`config.mk`:
```
export PLATFORM = sky130hd
export DESIGN_NAME = can_error_frame_ctrl
export DESIGN_NICKNAME = d
export VERILOG_FILES = /design/src/rtl/can_err_pkg.sv /design/src/rtl/can_fault_conf_cnt.sv /design/src/rtl/can_error_frame_ctrl.sv
export SDC_FILE = /design/constraint.sdc
export NUM_CORES = 1
export LEC_CHECK = 0
export CAP_MARGIN = 20
export CORE_MARGIN = 2
export CORE_UTILIZATION = 46
export CTS_CLUSTER_DIAMETER = 50
export DETAILED_ROUTE_END_ITERATION = 8
export PLACE_DENSITY_LB_ADDON = 0.15
export SLEW_MARGIN = 30
export SYNTH_ARGS = -nofsm -noshare
export SYNTH_HDL_FRONTEND = slang
export SYNTH_SLANG_ARGS = --single-unit
```
`constraint.sdc`:
```
create_clock -name SP -period 2.1 [get_ports SP]
set_clock_uncertainty 0.2 [all_clocks]
set_input_delay 0.42 -clock SP [delete_from_list [all_inputs] [get_ports SP]]
set_output_delay 0.42 -clock SP [all_outputs]
set_load 0.02 [all_outputs]
```
`src/rtl/can_err_pkg.sv`:
```
// can_err_pkg: shared types and constants for the CAN error frame
// controller and its optional fault confinement counters.
package can_err_pkg;

  typedef enum logic [2:0] {
    ST_IDLE,
    ST_FLAG,
    ST_WAIT_REC,
    ST_DELIM,
    ST_IFS
  } state_t;

  localparam logic [2:0] EC_NONE  = 3'd0;
  localparam logic [2:0] EC_BIT   = 3'd1;
  localparam logic [2:0] EC_STUFF = 3'd2;
  localparam logic [2:0] EC_FORM  = 3'd3;
  localparam logic [2:0] EC_ACK   = 3'd4;
  localparam logic [2:0] EC_CRC   = 3'd5;
  localparam logic [2:0] EC_EOF   = 3'd6;

  localparam int FLAG_LEN_DEF  = 6;
  localparam int DELIM_LEN_DEF = 8;
  localparam int IFS_LEN_DEF   = 3;
  localparam int DOM_STEP_DEF  = 8;

  localparam logic [8:0] TEC_MAX  = 9'd511;
  localparam logic [8:0] TEC_STEP = 9'd8;
  localparam logic [8:0] TEC_PAS  = 9'd127;
  localparam logic [8:0] TEC_OFF  = 9'd255;
  localparam logic [7:0] REC_MAX  = 8'd255;
  localparam logic [7:0] REC_PAS  = 8'd127;

  // err_n = {bit, stuff, form, ack, crc, eof}, active-low
  function automatic logic [2:0] err_prio(input logic [5:0] err_n);
    logic [2:0] code;
    code = EC_NONE;
    if (!err_n[5])      code = EC_BIT;
    else if (!err_n[4]) code = EC_STUFF;
    else if (!err_n[3]) code = EC_FORM;
    else if (!err_n[2]) code = EC_ACK;
    else if (!err_n[1]) code = EC_CRC;
    else if (!err_n[0]) code = EC_EOF;
    return code;
  endfunction

endpackage

```
`src/rtl/can_fault_conf_cnt.sv`:
```
// can_fault_conf_cnt: transmit/receive error counters with derived
// error-passive and bus-off status.
module can_fault_conf_cnt
  import can_err_pkg::*;
(
  input  logic       clk,
  input  logic       reset,
  input  logic       transmitter,
  input  logic       enter_flag,
  input  logic       restart,
  input  logic       dom_overrun,
  input  logic       frame_done,
  output logic [8:0] tec,
  output logic [7:0] rec,
  output logic       passive,
  output logic       bus_off
);

  logic       restarted;
  logic       bump;
  logic       drop;
  logic [8:0] tec_n;
  logic [7:0] rec_n;

  assign bump = enter_flag | dom_overrun;
  assign drop = frame_done & ~restarted;

  // decrement first so a new flag in the same cycle still lands on top
  always_comb begin
    tec_n = tec;
    rec_n = rec;
    if (drop) begin
      if (transmitter) tec_n = (tec == '0) ? '0 : tec - 9'd1;
      else             rec_n = (rec == '0) ? '0 : rec - 8'd1;
    end
    if (bump) begin
      if (transmitter)
        tec_n = (tec_n > TEC_MAX - TEC_STEP) ? TEC_MAX : tec_n + TEC_STEP;
      else
        rec_n = (rec_n == REC_MAX) ? REC_MAX : rec_n + 8'd1;
    end
  end

  always_ff @(posedge clk) begin
    if (!reset) begin
      tec       <= '0;
      rec       <= '0;
      restarted <= 1'b0;
    end else begin
      tec <= tec_n;
      rec <= rec_n;
      if (restart)         restarted <= 1'b1;
      else if (frame_done) restarted <= 1'b0;
    end
  end

  assign passive = (tec > TEC_PAS) || (rec > REC_PAS);
  assign bus_off = (tec > TEC_OFF);

endmodule

```
`src/rtl/can_error_frame_ctrl.sv`:
```
// can_error_frame_ctrl: CAN error frame sequencer (flag, delimiter, IFS).
// Define CAN_FAULT_CONF_EN to add TEC/REC fault confinement counters.
module can_error_frame_ctrl
  import can_err_pkg::*;
#(
  parameter int FLAG_LEN  = FLAG_LEN_DEF,
  parameter int DELIM_LEN = DELIM_LEN_DEF,
  parameter int IFS_LEN   = IFS_LEN_DEF,
  parameter int DOM_STEP  = DOM_STEP_DEF
) (
  input  logic       SP,
  input  logic       reset,
  input  logic       RX,
  input  logic       Bit_Error,
  input  logic       Stuff_Error,
  input  logic       Form_Error,
  input  logic       Ack_Error,
  input  logic       CRC_Error,
  input  logic       EOF_Error,
`ifdef CAN_FAULT_CONF_EN
  input  logic       Transmitter,
  output logic [8:0] TEC,
  output logic [7:0] REC,
  output logic       Bus_Off,
`else
  input  logic       Error_Passive,
`endif
  output logic       TX,
  output logic [2:0] Error_Code,
  output logic       Error_Block_Reset,
  output logic       Err_Frame_Busy,
  output logic       Dom_Overrun,
  output logic       Frame_Done
);

  localparam logic [3:0] FLAG_LAST  = 4'(FLAG_LEN - 1);
  localparam logic [3:0] DELIM_LAST = 4'(DELIM_LEN - 1);
  localparam logic [3:0] IFS_LAST   = 4'(IFS_LEN - 1);
  localparam logic [3:0] DOM_LAST   = 4'(DOM_STEP - 1);

  state_t     state;
  logic [3:0] cnt;
  logic [3:0] dcnt;
  logic [5:0] err_n;
  logic       err_any;
  logic       off;

  assign err_n   = {Bit_Error, Stuff_Error, Form_Error,
                    Ack_Error, CRC_Error, EOF_Error};
  assign err_any = ~&err_n;

`ifdef CAN_FAULT_CONF_EN
  logic Error_Passive;
  logic restart;
  logic enter_flag;

  assign restart    = (state == ST_DELIM) && !RX;
  assign enter_flag = restart ||
                      ((state == ST_IDLE) && err_any && !Bus_Off);
  assign off        = Bus_Off;

  can_fault_conf_cnt u_cnt (
    .clk         (SP),
    .reset       (reset),
    .transmitter (Transmitter),
    .enter_flag  (enter_flag),
    .restart     (restart),
    .dom_overrun (Dom_Overrun),
    .frame_done  (Frame_Done),
    .tec         (TEC),
    .rec         (REC),
    .passive     (Error_Passive),
    .bus_off     (Bus_Off)
  );
`else
  assign off = 1'b0;
`endif

  always_ff @(posedge SP) begin
    if (!reset) begin
      state             <= ST_IDLE;
      cnt               <= '0;
      dcnt              <= '0;
      TX                <= 1'b1;
      Error_Code        <= EC_NONE;
      Error_Block_Reset <= 1'b0;
      Err_Frame_Busy    <= 1'b0;
      Dom_Overrun       <= 1'b0;
      Frame_Done        <= 1'b0;
    end else begin
      Dom_Overrun <= 1'b0;
      Frame_Done  <= 1'b0;
      case (state)
        ST_IDLE: begin
          TX <= 1'b1;
          if (err_any && !off) begin
            state             <= ST_FLAG;
            cnt               <= '0;
            Error_Block_Reset <= 1'b1;
            Err_Frame_Busy    <= 1'b1;
            Error_Code        <= err_prio(err_n);
            TX                <= Error_Passive;
          end
        end
        ST_FLAG: begin
          if (cnt == FLAG_LAST) begin
            state <= ST_WAIT_REC;
            TX    <= 1'b1;
            dcnt  <= '0;
          end else begin
            cnt <= cnt + 4'd1;
          end
        end
        ST_WAIT_REC: begin
          if (RX) begin
            state <= ST_DELIM;
            cnt   <= 4'd1;
          end else if (dcnt == DOM_LAST) begin
            Dom_Overrun <= 1'b1;
            dcnt        <= '0;
          end else begin
            dcnt <= dcnt + 4'd1;
          end
        end
        ST_DELIM: begin
          if (!RX) begin
            state      <= ST_FLAG;
            cnt        <= '0;
            Error_Code <= EC_FORM;
            TX         <= Error_Passive;
          end else if (cnt == DELIM_LAST) begin
            state <= ST_IFS;
            cnt   <= '0;
          end else begin
            cnt <= cnt + 4'd1;
          end
        end
        ST_IFS: begin
          if (!RX || cnt == IFS_LAST) begin
            state             <= ST_IDLE;
            Frame_Done        <= 1'b1;
            Error_Block_Reset <= 1'b0;
            Err_Frame_Busy    <= 1'b0;
          end else begin
            cnt <= cnt + 4'd1;
          end
        end
        default: state <= ST_IDLE;
      endcase
`ifdef CAN_FAULT_CONF_EN
      // bus-off parks the node recessive until an external reset
      if (Bus_Off) begin
        state             <= ST_IDLE;
        TX                <= 1'b1;
        Error_Block_Reset <= 1'b0;
        Err_Frame_Busy    <= 1'b0;
      end
`endif
    end
  end

endmodule

```
==> impl_metrics.toml <==
[outcome]
status = "complete, no violations"

[grt]
antenna_found_initial = 0
grt_pass1_wl_um = 4040
grt_max_degree = 11
track_usage = 0.205
grt_pass1_vias = 886
overflow = 0

[drt]
drtIter0Drc = 43
vias = 1034
routed_via_density = 5.36
first_pass_iters = 4
remaining_drc_errors = 0
antenna_left = 0
wirelength_um = 2480
routedWlPerCell_um = 12.8

[yosys]
syn-num-nets = 144
yosysTopAreaCellShare = 0.336
synth_commonest_cells = "dfxtp_1, nand2_1, nor2_1"
yosysTopAreaCell = "dfxtp_1"
syn_area_mm2 = 0.00107
synth_edf_count = 0
ys_ff_latch = 18
ys.flop_type = "dfxtp_1"
ys_warn_count = 0
async_flop_share = 0
yosysSeqAreaShare = 0.336
postSynthAreaPerCell_um2 = 8.25
ys_types = 42
synthCells = 130
synth_most_common_cell = "dfxtp_1"
ys_top_cells_by_area = "dfxtp_1, ha_1, nand2_1, nor2_1, a21oi_1"

[die]
core_area_mm2 = 0.00221
num_io_pins = 18
initial_core_util = 0.485
die_area_mm2 = 0.00273
rows = 17
die_h_um = 52.3
die_x_um = 52.3

[hold_path]
hold_path.class = "flip-flop to flip-flop"

[final_layout]
drive_gt1_frac = 0.194
final_core_util = 0.658
fin_area_mm2 = 0.00146
nFillCells = 194
nets = 180
syn2layout_area_growth_pct = 35.7
n_antenna_cell = 0

[power]
intPower_w = 0.000525
p_sw_w = 0.000179
p_sw_frac = 0.255
combinationalPowerShare = 0.182
ir_drop_uv = 392
pwr-share-seq = 0.510
leakage_nw = 0.571
cellPowerDensity_mw_per_mm2 = 484
clkPwrFrac = 0.309
post-layout-total-power_w = 0.000704

[critical_path]
startpoint_type = "primary input"
path_max_fanout = 4
critical_path_arrival_ps = 2070
cp_cell_sequence = "clkdlybuf4s50_1 -> nor4b_4 -> a31oi_4 -> o21ai_4 -> or4b_1 -> a21oi_1"
regToRegSetupSlack_ps = 80
required_ps = 2130
crit_slowest_cell = "clkdlybuf4s50_1"
max_stage_delay_ps = 580
crit_path_end_kind = "flip-flop"
critical_path_class = "primary input to flip-flop"

[cts]
worstSkewPairLatency_ps = 300
clockBufferDepth = 2
cts_sinks = 18
postCtsHoldBufs = 0
htreeDepth = 1
numCtsBuffers = 3
postCtsSetupBuffers = 0
cts_root_buffer = "clkbuf_4"
clk_pin_slew_ps = 110
postCtsResizedCells = 0
cts_tree = "yes"

[timing]
slew_headroom = 0.753
setup_viol = 0
final_hold_viol_count = 0
tightest_slew_ps = 370
fin_ws_ps = 61.8
fin_crit_sh = 0.971
slew_viol_final = 0
rsz0062_at_grt = "no"
tns_ps = 0
fmax_mhz = 491
min_period_ps = 2040

[run]
cap_violations = 0

[placement]
placed_area_mm2 = 0.00140
dp_hpwl_um = 1910
post-place-ws_ps = -251
port_buffers = 17
gp_congestion = 0.870
[critical path, delay by kind of cell]
| kind | cells | cell delay (ps) |
|---|---|---|
| buffers and inverters | 1 | 580 |
| and+or+nand+nor | 2 | 560 |
| AOI/OAI and AO/OA | 3 | 500 |
[logic make-up (layout without fill, tap and decap cells)]
logic type	after synthesis	after routing	share of synthesized area
adder cells (fa/ha/maj)	4	4	0.0467
buffers and inverters	14	49	0.0688
AND/OR/NAND/NOR	55	55	0.280
multiplexers	3	3	0.0292
AO/OA/AOI/OAI	35	35	0.231
flip-flops	18	18	0.336
XOR/XNOR	1	1	0.00817
[routing by layer]
| layer | up-vias | track usage | share of wire |
|---|---|---|---|
| met1 | 468 | 0.281 | 0.48 |
| met3 | 4 | 0.0514 | 0.041 |
| met2 | 22 | 0.294 | 0.46 |
| met5 | - | 0 | 0 |
| met4 | 0 | 0.103 | 0.018 |
| li1 | 540 | - | - |
[cell type report]
| class | instances | area, µm² | share of cell area |
|---|---|---|---|
| clock buffers | 4 | 36.3 | 0.0249 |
| inverters | 8 | 30.0 | 0.0206 |
| multi-input cells | 98 | 661 | 0.454 |
| flip-flops and latches | 18 | 360 | 0.248 |
| well taps | 28 | 35.0 | 0.0241 |
| repair buffers | 37 | 333 | 0.229 |
[per-stage QoR]
stage          hold slack, ps  std cells
6_report                  264        193
5_1_grt                   282        193
4_1_cts                   267        193
3_5_place_dp              253        189
3_3_place_gp              247        189
2_1_floorplan             250        130
[final timing paths]
path | endpoint | cells past startpoint | from
setup / recovery | cnt[2] | 6 | RX
hold / removal | Error_Code[2] | 2 | Error_Code[2]
setup reg to reg | cnt[2] | 6 | state[2]
hold reg to reg | Error_Code[2] | 2 | Error_Code[2]
[power by group through the flow]
stage               clock network, W  logic [W]  registers, W
finish                      0.000217   0.000128      0.000359
global route                0.000239   0.000140      0.000360
CTS                         0.000224   0.000126      0.000359
detailed placement                 0   0.000125      0.000367
global placement                   0   0.000124      0.000366
floorplan                          0  0.0000544      0.000373
[placed cells by master, fill, tap and decap left out, types with 3 or more instances in the layout]
master / n
nand4_1: 4
nor2_1: 13
nor2b_1: 4
inv_1: 7
clkbuf_4: 3
o21ai_0: 8
nand3_1: 6
dfxtp_1: 18
nand3b_1: 3
buf_4: 19
clkdlybuf4s50_1: 17
nand2_1: 13
ha_1: 4
a21oi_1: 8
[sequential cells by signal, summed over array words and instances (netlist names)]
name and flops:
Frame_Done 1, cnt 4, Err_Frame_Busy 1, state 3
dcnt 4, TX 1, Error_Code 3, Dom_Overrun 1
No activity file was read; power rests on OpenSTA's default activity.
